[src/rtl/warp_issue_scheduler_pkg.sv]
// Shared types and sizing for the warp issue scheduler: warp/thread widths,
// instruction word type and the per-slot state encoding.
package warp_issue_scheduler_pkg;

  localparam int NUM_WARPS  = 4;
  localparam int INTU_CORES = 4;
  localparam int THREADS    = INTU_CORES;
  localparam int WID_W      = 6;
  localparam int WARP_W     = $clog2(NUM_WARPS);

  typedef logic [31:0]         instruction_t;
  typedef logic [THREADS-1:0]  tmask_t;
  typedef logic [WARP_W-1:0]   warp_idx_t;

  typedef enum logic [1:0] {
    SLOT_EMPTY   = 2'd0,
    SLOT_READY   = 2'd1,
    SLOT_PARTIAL = 2'd2
  } slot_state_e;

  // IDP expects a wider WarpID than the slot index; pad with zeros.
  function automatic logic [WID_W-1:0] to_warp_id(input warp_idx_t idx);
    return {{(WID_W-WARP_W){1'b0}}, idx};
  endfunction

endpackage

[src/rtl/warp_issue_scheduler_if.sv]
// Fetch-side push channel, per-warp/lane status and IDP-side issue outputs
// of the warp issue scheduler, bundled as one interface.
interface warp_issue_scheduler_if;
  import warp_issue_scheduler_pkg::*;

  logic                  push_valid_i;
  logic                  push_ready_o;
  warp_idx_t             push_warp_i;
  instruction_t          push_inst_i;
  tmask_t                push_mask_i;
  logic [NUM_WARPS-1:0]  warp_stall_i;
  tmask_t                lane_free_i;
  logic                  flush_i;
  instruction_t          inst_o;
  logic [WID_W-1:0]      warp_id_o;
  tmask_t                thread_mask_o;
  logic                  issue_valid_o;
  logic [15:0]           issue_cnt_o;

  modport master (
    output push_valid_i, push_warp_i, push_inst_i, push_mask_i,
           warp_stall_i, lane_free_i, flush_i,
    input  push_ready_o, inst_o, warp_id_o, thread_mask_o,
           issue_valid_o, issue_cnt_o
  );

  modport slave (
    input  push_valid_i, push_warp_i, push_inst_i, push_mask_i,
           warp_stall_i, lane_free_i, flush_i,
    output push_ready_o, inst_o, warp_id_o, thread_mask_o,
           issue_valid_o, issue_cnt_o
  );

endinterface

[src/rtl/warp_issue_scheduler_rr_arbiter.sv]
// Round-robin arbiter: picks the first requester at or after i_ptr, wrapping
// modulo N (N a power of two), and returns it as one-hot and as an index.
module warp_issue_scheduler_rr_arbiter #(
  parameter  int N     = 4,
  localparam int PTR_W = $clog2(N)
) (
  input  logic [N-1:0]     i_req,
  input  logic [PTR_W-1:0] i_ptr,
  output logic [N-1:0]     o_grant,
  output logic [PTR_W-1:0] o_idx,
  output logic             o_valid
);

  always_comb begin
    // NOTE: every output gets a default before the loop so no path leaves a
    // value unassigned, which would otherwise infer a latch.
    o_grant = '0;
    o_idx   = '0;
    o_valid = 1'b0;
    for (int k = 0; k < N; k++) begin
      logic [PTR_W-1:0] cand;
      cand = i_ptr + k[PTR_W-1:0];
      if (!o_valid && i_req[cand]) begin
        o_valid       = 1'b1;
        o_idx         = cand;
        o_grant[cand] = 1'b1;
      end
    end
  end

endmodule

[src/rtl/warp_issue_scheduler.sv]
// Warp issue scheduler: per-warp instruction slots, PARTIAL-first then
// round-robin selection, and registered issue of lane-free threads to IDP.
module warp_issue_scheduler
  import warp_issue_scheduler_pkg::*;
(
  input  logic                   clk,
  input  logic                   rst,
  warp_issue_scheduler_if.slave  bus
);

  slot_state_e          r_state     [NUM_WARPS];
  slot_state_e          w_state_nxt [NUM_WARPS];
  tmask_t               r_pend      [NUM_WARPS];
  tmask_t               w_pend_nxt  [NUM_WARPS];
  instruction_t         r_inst      [NUM_WARPS];
  warp_idx_t            r_rr_ptr;
  warp_idx_t            w_rr_ptr_nxt;

  logic [NUM_WARPS-1:0] w_elig;
  logic [NUM_WARPS-1:0] w_part_req;
  logic [NUM_WARPS-1:0] w_ready_req;
  logic [NUM_WARPS-1:0] w_part_onehot;
  logic [NUM_WARPS-1:0] w_rr_grant;
  logic [NUM_WARPS-1:0] w_sel_onehot;
  warp_idx_t            w_part_idx;
  warp_idx_t            w_rr_idx;
  warp_idx_t            w_sel_idx;
  logic                 w_part_valid;
  logic                 w_rr_valid;
  logic                 w_sel_valid;
  tmask_t               w_issue_mask;
  tmask_t               w_left_mask;
  logic                 w_push_fire;

  instruction_t         r_inst_o;
  logic [WID_W-1:0]     r_warp_id;
  tmask_t               r_mask;
  logic                 r_valid;
  logic [15:0]          r_cnt;

  always_comb begin
    // NOTE: combinational logic uses blocking '=' so later statements see the
    // values computed earlier in the same evaluation.
    for (int w = 0; w < NUM_WARPS; w++) begin
      w_elig[w]      = (r_state[w] != SLOT_EMPTY) && !bus.warp_stall_i[w] &&
                       |(r_pend[w] & bus.lane_free_i);
      w_part_req[w]  = w_elig[w] && (r_state[w] == SLOT_PARTIAL);
      w_ready_req[w] = w_elig[w] && (r_state[w] == SLOT_READY);
    end
  end

  // A half-issued instruction finishes before any fresh one starts.
  always_comb begin
    w_part_onehot = '0;
    w_part_idx    = '0;
    w_part_valid  = 1'b0;
    for (int w = 0; w < NUM_WARPS; w++) begin
      if (w_part_req[w] && !w_part_valid) begin
        w_part_valid     = 1'b1;
        w_part_idx       = warp_idx_t'(w);
        w_part_onehot[w] = 1'b1;
      end
    end
  end

  warp_issue_scheduler_rr_arbiter #(.N(NUM_WARPS)) u_rr_arbiter (
    .i_req   (w_ready_req),
    .i_ptr   (r_rr_ptr),
    .o_grant (w_rr_grant),
    .o_idx   (w_rr_idx),
    .o_valid (w_rr_valid)
  );

  assign w_sel_valid  = w_part_valid | w_rr_valid;
  assign w_sel_idx    = w_part_valid ? w_part_idx    : w_rr_idx;
  assign w_sel_onehot = w_part_valid ? w_part_onehot : w_rr_grant;
  assign w_issue_mask = r_pend[w_sel_idx] & bus.lane_free_i;
  assign w_left_mask  = r_pend[w_sel_idx] & ~bus.lane_free_i;

  // Ready looks at the current state, so a slot popped this cycle refills next cycle.
  assign bus.push_ready_o = (r_state[bus.push_warp_i] == SLOT_EMPTY) && !bus.flush_i;
  assign w_push_fire      = bus.push_valid_i && bus.push_ready_o && |bus.push_mask_i;

  always_comb begin
    w_rr_ptr_nxt = r_rr_ptr;
    for (int w = 0; w < NUM_WARPS; w++) begin
      w_state_nxt[w] = r_state[w];
      w_pend_nxt[w]  = r_pend[w];
    end
    if (bus.flush_i) begin
      for (int w = 0; w < NUM_WARPS; w++) begin
        w_state_nxt[w] = SLOT_EMPTY;
        w_pend_nxt[w]  = '0;
      end
      w_rr_ptr_nxt = '0;
    end else begin
      for (int w = 0; w < NUM_WARPS; w++) begin
        if (w_sel_valid && w_sel_onehot[w]) begin
          w_pend_nxt[w]  = r_pend[w] & ~bus.lane_free_i;
          w_state_nxt[w] = (w_pend_nxt[w] == '0) ? SLOT_EMPTY : SLOT_PARTIAL;
        end
      end
      if (w_sel_valid && (w_left_mask == '0)) begin
        w_rr_ptr_nxt = w_sel_idx + warp_idx_t'(1);
      end
      // The pushed slot is EMPTY, so it can never be the one being issued.
      if (w_push_fire) begin
        w_state_nxt[bus.push_warp_i] = SLOT_READY;
        w_pend_nxt[bus.push_warp_i]  = bus.push_mask_i;
      end
    end
  end

  always_ff @(posedge clk or posedge rst) begin
    // NOTE: sequential state uses non-blocking '<=' so every register samples
    // the pre-edge values regardless of statement order.
    if (rst) begin
      for (int w = 0; w < NUM_WARPS; w++) begin
        r_state[w] <= SLOT_EMPTY;
        r_pend[w]  <= '0;
      end
      r_rr_ptr <= '0;
    end else begin
      for (int w = 0; w < NUM_WARPS; w++) begin
        r_state[w] <= w_state_nxt[w];
        r_pend[w]  <= w_pend_nxt[w];
      end
      r_rr_ptr <= w_rr_ptr_nxt;
    end
  end

  // NOTE: the instruction store has no reset; an EMPTY slot's word is never
  // read, so clearing it would only cost reset fan-out.
  always_ff @(posedge clk) begin
    if (w_push_fire) begin
      r_inst[bus.push_warp_i] <= bus.push_inst_i;
    end
  end

  always_ff @(posedge clk or posedge rst) begin
    if (rst) begin
      r_inst_o  <= '0;
      r_warp_id <= '0;
      r_mask    <= '0;
      r_valid   <= 1'b0;
      r_cnt     <= '0;
    end else if (bus.flush_i) begin
      r_mask  <= '0;
      r_valid <= 1'b0;
    end else if (w_sel_valid) begin
      r_inst_o  <= r_inst[w_sel_idx];
      r_warp_id <= to_warp_id(w_sel_idx);
      r_mask    <= w_issue_mask;
      r_valid   <= 1'b1;
      r_cnt     <= r_cnt + 16'd1;
    end else begin
      r_mask  <= '0;
      r_valid <= 1'b0;
    end
  end

  assign bus.inst_o        = r_inst_o;
  assign bus.warp_id_o     = r_warp_id;
  assign bus.thread_mask_o = r_mask;
  assign bus.issue_valid_o = r_valid;
  assign bus.issue_cnt_o   = r_cnt;

endmodule
[src/flat_wrapper.sv]
// flat-port wrapper written by rule: the top's interface ports become plain ports
module warp_issue_scheduler_flat import warp_issue_scheduler_pkg::*;
  (clk, rst, bus_push_valid_i, bus_push_warp_i, bus_push_inst_i, bus_push_mask_i, bus_warp_stall_i, bus_lane_free_i, bus_flush_i, bus_push_ready_o, bus_inst_o, bus_warp_id_o, bus_thread_mask_o, bus_issue_valid_o, bus_issue_cnt_o);
  warp_issue_scheduler_if bus_i ();
  input  logic clk;
  input  logic rst;
  input wire logic [$bits(bus_i.push_valid_i)-1:0] bus_push_valid_i;
  input wire logic [$bits(bus_i.push_warp_i)-1:0] bus_push_warp_i;
  input wire logic [$bits(bus_i.push_inst_i)-1:0] bus_push_inst_i;
  input wire logic [$bits(bus_i.push_mask_i)-1:0] bus_push_mask_i;
  input wire logic [$bits(bus_i.warp_stall_i)-1:0] bus_warp_stall_i;
  input wire logic [$bits(bus_i.lane_free_i)-1:0] bus_lane_free_i;
  input wire logic [$bits(bus_i.flush_i)-1:0] bus_flush_i;
  output wire logic [$bits(bus_i.push_ready_o)-1:0] bus_push_ready_o;
  output wire logic [$bits(bus_i.inst_o)-1:0] bus_inst_o;
  output wire logic [$bits(bus_i.warp_id_o)-1:0] bus_warp_id_o;
  output wire logic [$bits(bus_i.thread_mask_o)-1:0] bus_thread_mask_o;
  output wire logic [$bits(bus_i.issue_valid_o)-1:0] bus_issue_valid_o;
  output wire logic [$bits(bus_i.issue_cnt_o)-1:0] bus_issue_cnt_o;
  assign bus_i.push_valid_i = bus_push_valid_i;
  assign bus_i.push_warp_i = bus_push_warp_i;
  assign bus_i.push_inst_i = bus_push_inst_i;
  assign bus_i.push_mask_i = bus_push_mask_i;
  assign bus_i.warp_stall_i = bus_warp_stall_i;
  assign bus_i.lane_free_i = bus_lane_free_i;
  assign bus_i.flush_i = bus_flush_i;
  assign bus_push_ready_o = bus_i.push_ready_o;
  assign bus_inst_o = bus_i.inst_o;
  assign bus_warp_id_o = bus_i.warp_id_o;
  assign bus_thread_mask_o = bus_i.thread_mask_o;
  assign bus_issue_valid_o = bus_i.issue_valid_o;
  assign bus_issue_cnt_o = bus_i.issue_cnt_o;
  warp_issue_scheduler u_core (.clk(clk), .rst(rst), .bus(bus_i));
endmodule
[config.mk]
export PLATFORM = sky130hd
export DESIGN_NAME = warp_issue_scheduler_flat
export DESIGN_NICKNAME = d
export VERILOG_FILES = /design/src/rtl/warp_issue_scheduler_pkg.sv /design/src/rtl/warp_issue_scheduler_if.sv /design/src/rtl/warp_issue_scheduler_rr_arbiter.sv /design/src/rtl/warp_issue_scheduler.sv /design/src/flat_wrapper.sv
export SDC_FILE = /design/constraint.sdc
export NUM_CORES = 1
export LEC_CHECK = 0
export BUFFER_PORTS_ARGS = -buffer_cell sky130_fd_sc_hd__buf_2
export CORE_ASPECT_RATIO = 1.25
export CORE_MARGIN = 1.5
export CORE_UTILIZATION = 45
export CTS_CLUSTER_SIZE = 25
export DETAILED_ROUTE_END_ITERATION = 16
export PLACE_DENSITY = 0.73
export SYNTH_ARGS = -nofsm -noshare
export SYNTH_HDL_FRONTEND = slang
export SYNTH_SLANG_ARGS = --single-unit
export TNS_END_PERCENT = 1
[constraint.sdc]
create_clock -name clk -period 8.4 [get_ports clk]
set_input_delay 0.84 -clock clk [delete_from_list [all_inputs] [get_ports clk]]
set_output_delay 0.84 -clock clk [all_outputs]
set_load 0.02 [all_outputs]
# Yosys cells after proc, flatten, opt, wreduce, memory -nomap -nowiden
# Memories as Yosys holds them, arrays and structs flattened. A register that Yosys moved wholly into a read port is not among the register bits.
# Index checks and enable logic that the tools add are counted.
# totals
memories,1
regBits,49
inputBits,50
word_cells,205
ramBits,128
# op_classes
eq_ne,8
muxes,83
addsub,5
n_bitwise,21
n_reduce_logical,63
n_lt_le_gt_ge,11
# mem_list
name,depth,width,read_ports,rd_clocked_by_memory_dff,wr,line_no,text
u_core.r_inst,4,32,1,1,1,warp_issue_scheduler.sv:15,instruction_t r_inst [NUM_WARPS];
# ops
op,n
$mux 4,18
$mux 2,24
$and 4x4->4,11
$logic_and 1x1->1,35
$mux 16,2
$mux 1,24
$logic_not 4->1,5
$reduce_or 4->1,5
$add 16x1->16 const B,1
$bwmux 16,1
$mux 8,2
$or 4x4->4,4
$lt 2x3->1 const B,4
$logic_not 1->1,11
$reduce_bool 2->1,5
$bmux 1 s2,4
$bmux 4 s2,1
$demux 1 s2,4
$demux 4 s2,1
$eq 2x1->1 const B,4
$eq 2x2->1 const B,4
$ge 2x1->1 const B,4
$not 4->4,2
$ge 3x3->1 const B,2
other kinds (10),13

# Depth between registers and ports, before layout
# depth
word_depth,26
mapped_depth,16
depth_no_buf,14

# Hierarchy
# From an unflattened synthesis, not the netlist that was laid out.
# unflattened
hier_cells,821
area_unflattened_um2,9172.5
# by_module_without_submodules
module,instances,area_per_inst_um2,cells_per_inst
warp_issue_scheduler,1,8753.4,776
warp_issue_scheduler_rr_arbiter,1,419.2,45

# Worst setup path after synthesis
# No wires, ideal clock.
# synth_timing
path_type,input -> register
from,in bus_lane_free_i[2]
to,reg u_core.r_rr_ptr[0]
t_arrival_ns,3.519
slack_ns,4.755
stages,11
cell_sequence,buf_6 -> a22o_1 -> o211a_1 -> mux4_2 -> or2_1 -> o211ai_4 -> nand2_2 -> mux2_4 -> o211ai_2 -> nand2_1 -> o311a_1
# synth_via
elab_chain_len,25
elab_cells_between_ends,69
classes_between,add/sub (1); mux (29); bitwise (8); reduce/logical (31)
# synth_rtl
item,line_no,text
start: declaration,flat_wrapper.sv:12,input wire logic [$bits(bus_i.lane_free_i)-1:0] bus_lane_free_i;
$and 4x4->4,warp_issue_scheduler.sv:46,|(r_pend[w] & bus.lane_free_i);
$reduce_or 4->1,warp_issue_scheduler.sv:46,
$logic_and 1x1->1,warp_issue_scheduler.sv:45,w_elig[w] = (r_state[w] != SLOT_EMPTY) && !bus.warp_stall_i[w] &&
$logic_and 1x1->1,warp_issue_scheduler.sv:48,w_ready_req[w] = w_elig[w] && (r_state[w] == SLOT_READY);
$bmux 1 s2,warp_issue_scheduler_rr_arbiter.sv:23,if (!o_valid && i_req[cand]) begin
$mux 1 (not written as such),warp_issue_scheduler_rr_arbiter.sv:23,
$mux 1,warp_issue_scheduler_rr_arbiter.sv:23,
$logic_not 1->1,warp_issue_scheduler_rr_arbiter.sv:23,
[8 not listed],-,
$mux 2,warp_issue_scheduler.sv:75,assign w_sel_idx = w_part_valid ? w_part_idx : w_rr_idx;
$not 2->3 (not written as such),warp_issue_scheduler.sv:78,assign w_left_mask = r_pend[w_sel_idx] & ~bus.lane_free_i;
$bmux 4 s2,warp_issue_scheduler.sv:78,
$mux 4 (not written as such) (2 in a row),warp_issue_scheduler.sv:78,
$and 4x4->4,warp_issue_scheduler.sv:78,
$logic_not 4->1,warp_issue_scheduler.sv:103,if (w_sel_valid && (w_left_mask == '0)) begin
$logic_and 1x1->1,warp_issue_scheduler.sv:103,
$reduce_bool 2->1 (no source line),-,
end signal: assignment,warp_issue_scheduler.sv:128,r_rr_ptr <= w_rr_ptr_nxt;
end: declaration,warp_issue_scheduler.sv:16,warp_idx_t r_rr_ptr;
# Parallel ways exist; a longest one is shown, timed or not. The select of a mux whose other input is x is not followed.
# A chain may end at the register's enable or synchronous reset.

# Worst setup path in the final report
# layout_timing
from,reg u_core.r_rr_ptr[0]
to,reg u_core.r_rr_ptr[0]
# layout_via
elab_chain_len,21
elab_cells_between_ends,38
classes_between,add/sub (4); mux (22); bitwise (3); reduce/logical (9)
# layout_rtl
item
"parallel branches: the longest is 21 deep, another holds $add 2x1->2"
# Parallel ways; which one is timed is not known. The select of a mux whose other input is x is not followed.

==> run metrics <==
syn_area_per_cell 11.02 µm²; setup TNS 0 ns; vias in the first global route 6274; Finished Layout Cells 1211; Mapped Cells 830; Multi-input gate area 3048 µm²; Final Hold Fails 0; hold_sp u_core.bus.issue_cnt_o[15]; Port Buffers 105; pwr/cell area 245.1 nW/µm²; via count 6536; initial antenna violation count 1; Overflow after GRT 0; Placed Cells 1172; CP startpoint u_core.r_rr_ptr[0]; Critical Path End Type flop; Worst Skew 0.01374 ns; RR Endpoint u_core.r_rr_ptr[0]; Hold-fix buffers, CTS 0; Die W 130.5 µm; cts repair resizes 0; RR Startpoint u_core.r_rr_ptr[0]; Starting Density 45.67%; WHS Path Cells 1; Antenna Violating Nets Remaining 0; power consumption 2.593 mW; I/O pin total 110; first-pass GRT wire length 32.67 mm; Hold EP u_core.bus.issue_cnt_o[15]; async set or reset register ratio after synthesis 38.76%; dominant cells by area after synthesis edfxtp_1 (42%), dfrtp_1 (22%), nand2_1 (9.4%); largest net degree at the start of global routing 82; Syn-to-layout area delta 15.65%; Via-to-Cell Ratio 5.397; RSZ-0062 raised after global routing false; WL/cell 17.07 µm; synth unique cells 62; register area 5871 µm²; CTS tree built; status finished clean; final instance area 10580 µm²; Clock Sink Count 209; count leader, synth nand2_1; Primary FF master, synth edfxtp_1; All-Layer GR Usage 19.91%; top cells by count, synth nand2_1 (230), edfxtp_1 (128), dfrtp_1 (81), o21ai_0 (78), nand3_1 (48); Net count, final 984; clock tree buffer depth 3; CP max FO 73; row cnt 58; Clock transition at path regs 0.06 ns; max-slew violations 0; CP Data Required Time 8.77 ns; minimum clock period 4.566 ns; clk_lat worst skew 0.50 ns; die area 21200 µm²; cell taking the most area after synthesis edfxtp_1; Yosys reg bits 209; Placed Instance Area 9892 µm²; core area 20030 µm²; arrival time at the worst endpoint 4.93 ns; CTS Buf Count 21; DRT iter0 DRCs 461; VDD IR max 0.1400 mV; critical path launch point type flop; Synth top area share 42.02%; Max Fclk 219.0 MHz; Tcrit/Tclk final 54.36%; H-tree levels 1; crit path kind reg -> reg; GP Congestion 0.9070; reg2reg path depth 14; Hold WC Path Type reg -> reg; DRT Pass-1 Iters 5; max_slew headroom 28.37%; Post-DP HPWL 13.08 mm; worst-margin pin slew 1.075 ns; final-report setup violation count 0; Lkg Pwr 4.358 nW; Yosys warning count 0; DRC viols 0; Total Wirelength 20.67 mm; number of enable flip-flop cells after synthesis 128; Seq/Total Area, Yosys 64.18%; fillers 1751; r2r setup slk 3.83 ns; Root Buffer clkbuf_16; share of layout cells above drive strength 1 17.45%; Max Cap Viol 0; Post-CTS Setup Bufs 0; Die Ht 162.4 µm; mapped cell area 9148 µm²
-- power by group --
part           switching, mW  internal [mW]
registers             0.0582           1.19
logic                  0.297          0.134
clock network          0.379          0.537
-- cell usage in the layout, fill, tap and decap left out, types with 12 or more instances in the layout --
master       n
edfxtp_1   128
inv_1       12
dfrtp_1     81
clkbuf_16   21
o211ai_1    15
nand2_1    230
a22oi_1     17
a21oi_1     27
o21ai_0     78
buf_2      105
xnor2_1     12
nand3_1     48
nor2_1      23
-- per-stage QoR --
step	utilization, %	worst slack, ns	hold slack (ns)
6_report	52.82	3.834	0.4646
3_3_place_gp	49.39	3.846	0.4544
5_1_grt	52.82	3.539	0.4791
3_5_place_dp	49.39	3.768	0.4572
2_1_floorplan	-	4.755	0.5218
4_1_cts	52.80	3.906	0.4694
-- state kept, by name, indices dropped and copies added (netlist names) --
name and flops:
u_core.bus.issue_cnt_o 16, u_core.bus.warp_id_o 2, u_core.r_inst 128, u_core.bus.inst_o 32, u_core.bus.issue_valid_o 1, u_core.r_pend 16, u_core.bus.thread_mask_o 4, u_core.r_state 8
u_core.r_rr_ptr 2
-- worst max path at each step --
stage          cells past startpoint            endpoint
6_report                          14  u_core.r_rr_ptr[0]
5_1_grt                           14  u_core.r_rr_ptr[0]
4_1_cts                           14  u_core.r_rr_ptr[0]
3_5_place_dp                      13  u_core.r_rr_ptr[0]
3_3_place_gp                      13  u_core.r_rr_ptr[0]
2_1_floorplan                     11  u_core.r_rr_ptr[0]
-- area by class of cell --
type	count	share of cell area [%]
antenna	1	0.02365
clock buffer	29	5.724
clock inverter	9	0.7451
inverter	17	0.6150
multi-input combinational	565	28.81
sequential	209	55.49
tap	270	3.193
timing repair buffer	111	5.393
-- critical path, stage by stage, from the launching register on --
cell and delay, ns:
dfrtp_1 0.70, inv_1 0.30, ha_1 0.49, nand2_1 0.08, a211oi_1 0.21, a31oi_1 0.09, o311a_1 0.18, o311a_1 0.40
a21boi_4 0.15, buf_4 0.57, inv_1 0.20, a211oi_1 0.35, o32a_1 0.29, nand2_1 0.08, o311a_1 0.34
-- cell families (layout without fill, tap and decap cells) --
group	after synthesis	in the layout	synth area share, %
AO/OA/AOI/OAI	187	187	13.53
flip-flops	209	209	64.18
XOR/XNOR	16	16	1.532
multiplexers	5	5	0.7386
other	1	5	0.04099
adder cells (fa/ha/maj)	9	9	1.231
buffers and inverters	59	166	2.790
AND/OR/NAND/NOR	344	344	15.96
-- layer usage --
layer  track usage (%)  wire, µm  vias to the layer above
li1                  -         -                     3158
met1             24.86      8422                     3097
met2             34.07     10250                      231
met3             3.482      1281                       50
met4             8.192       714                        0
met5                 0         0                        -
No activity file was read; power rests on OpenSTA's default activity.
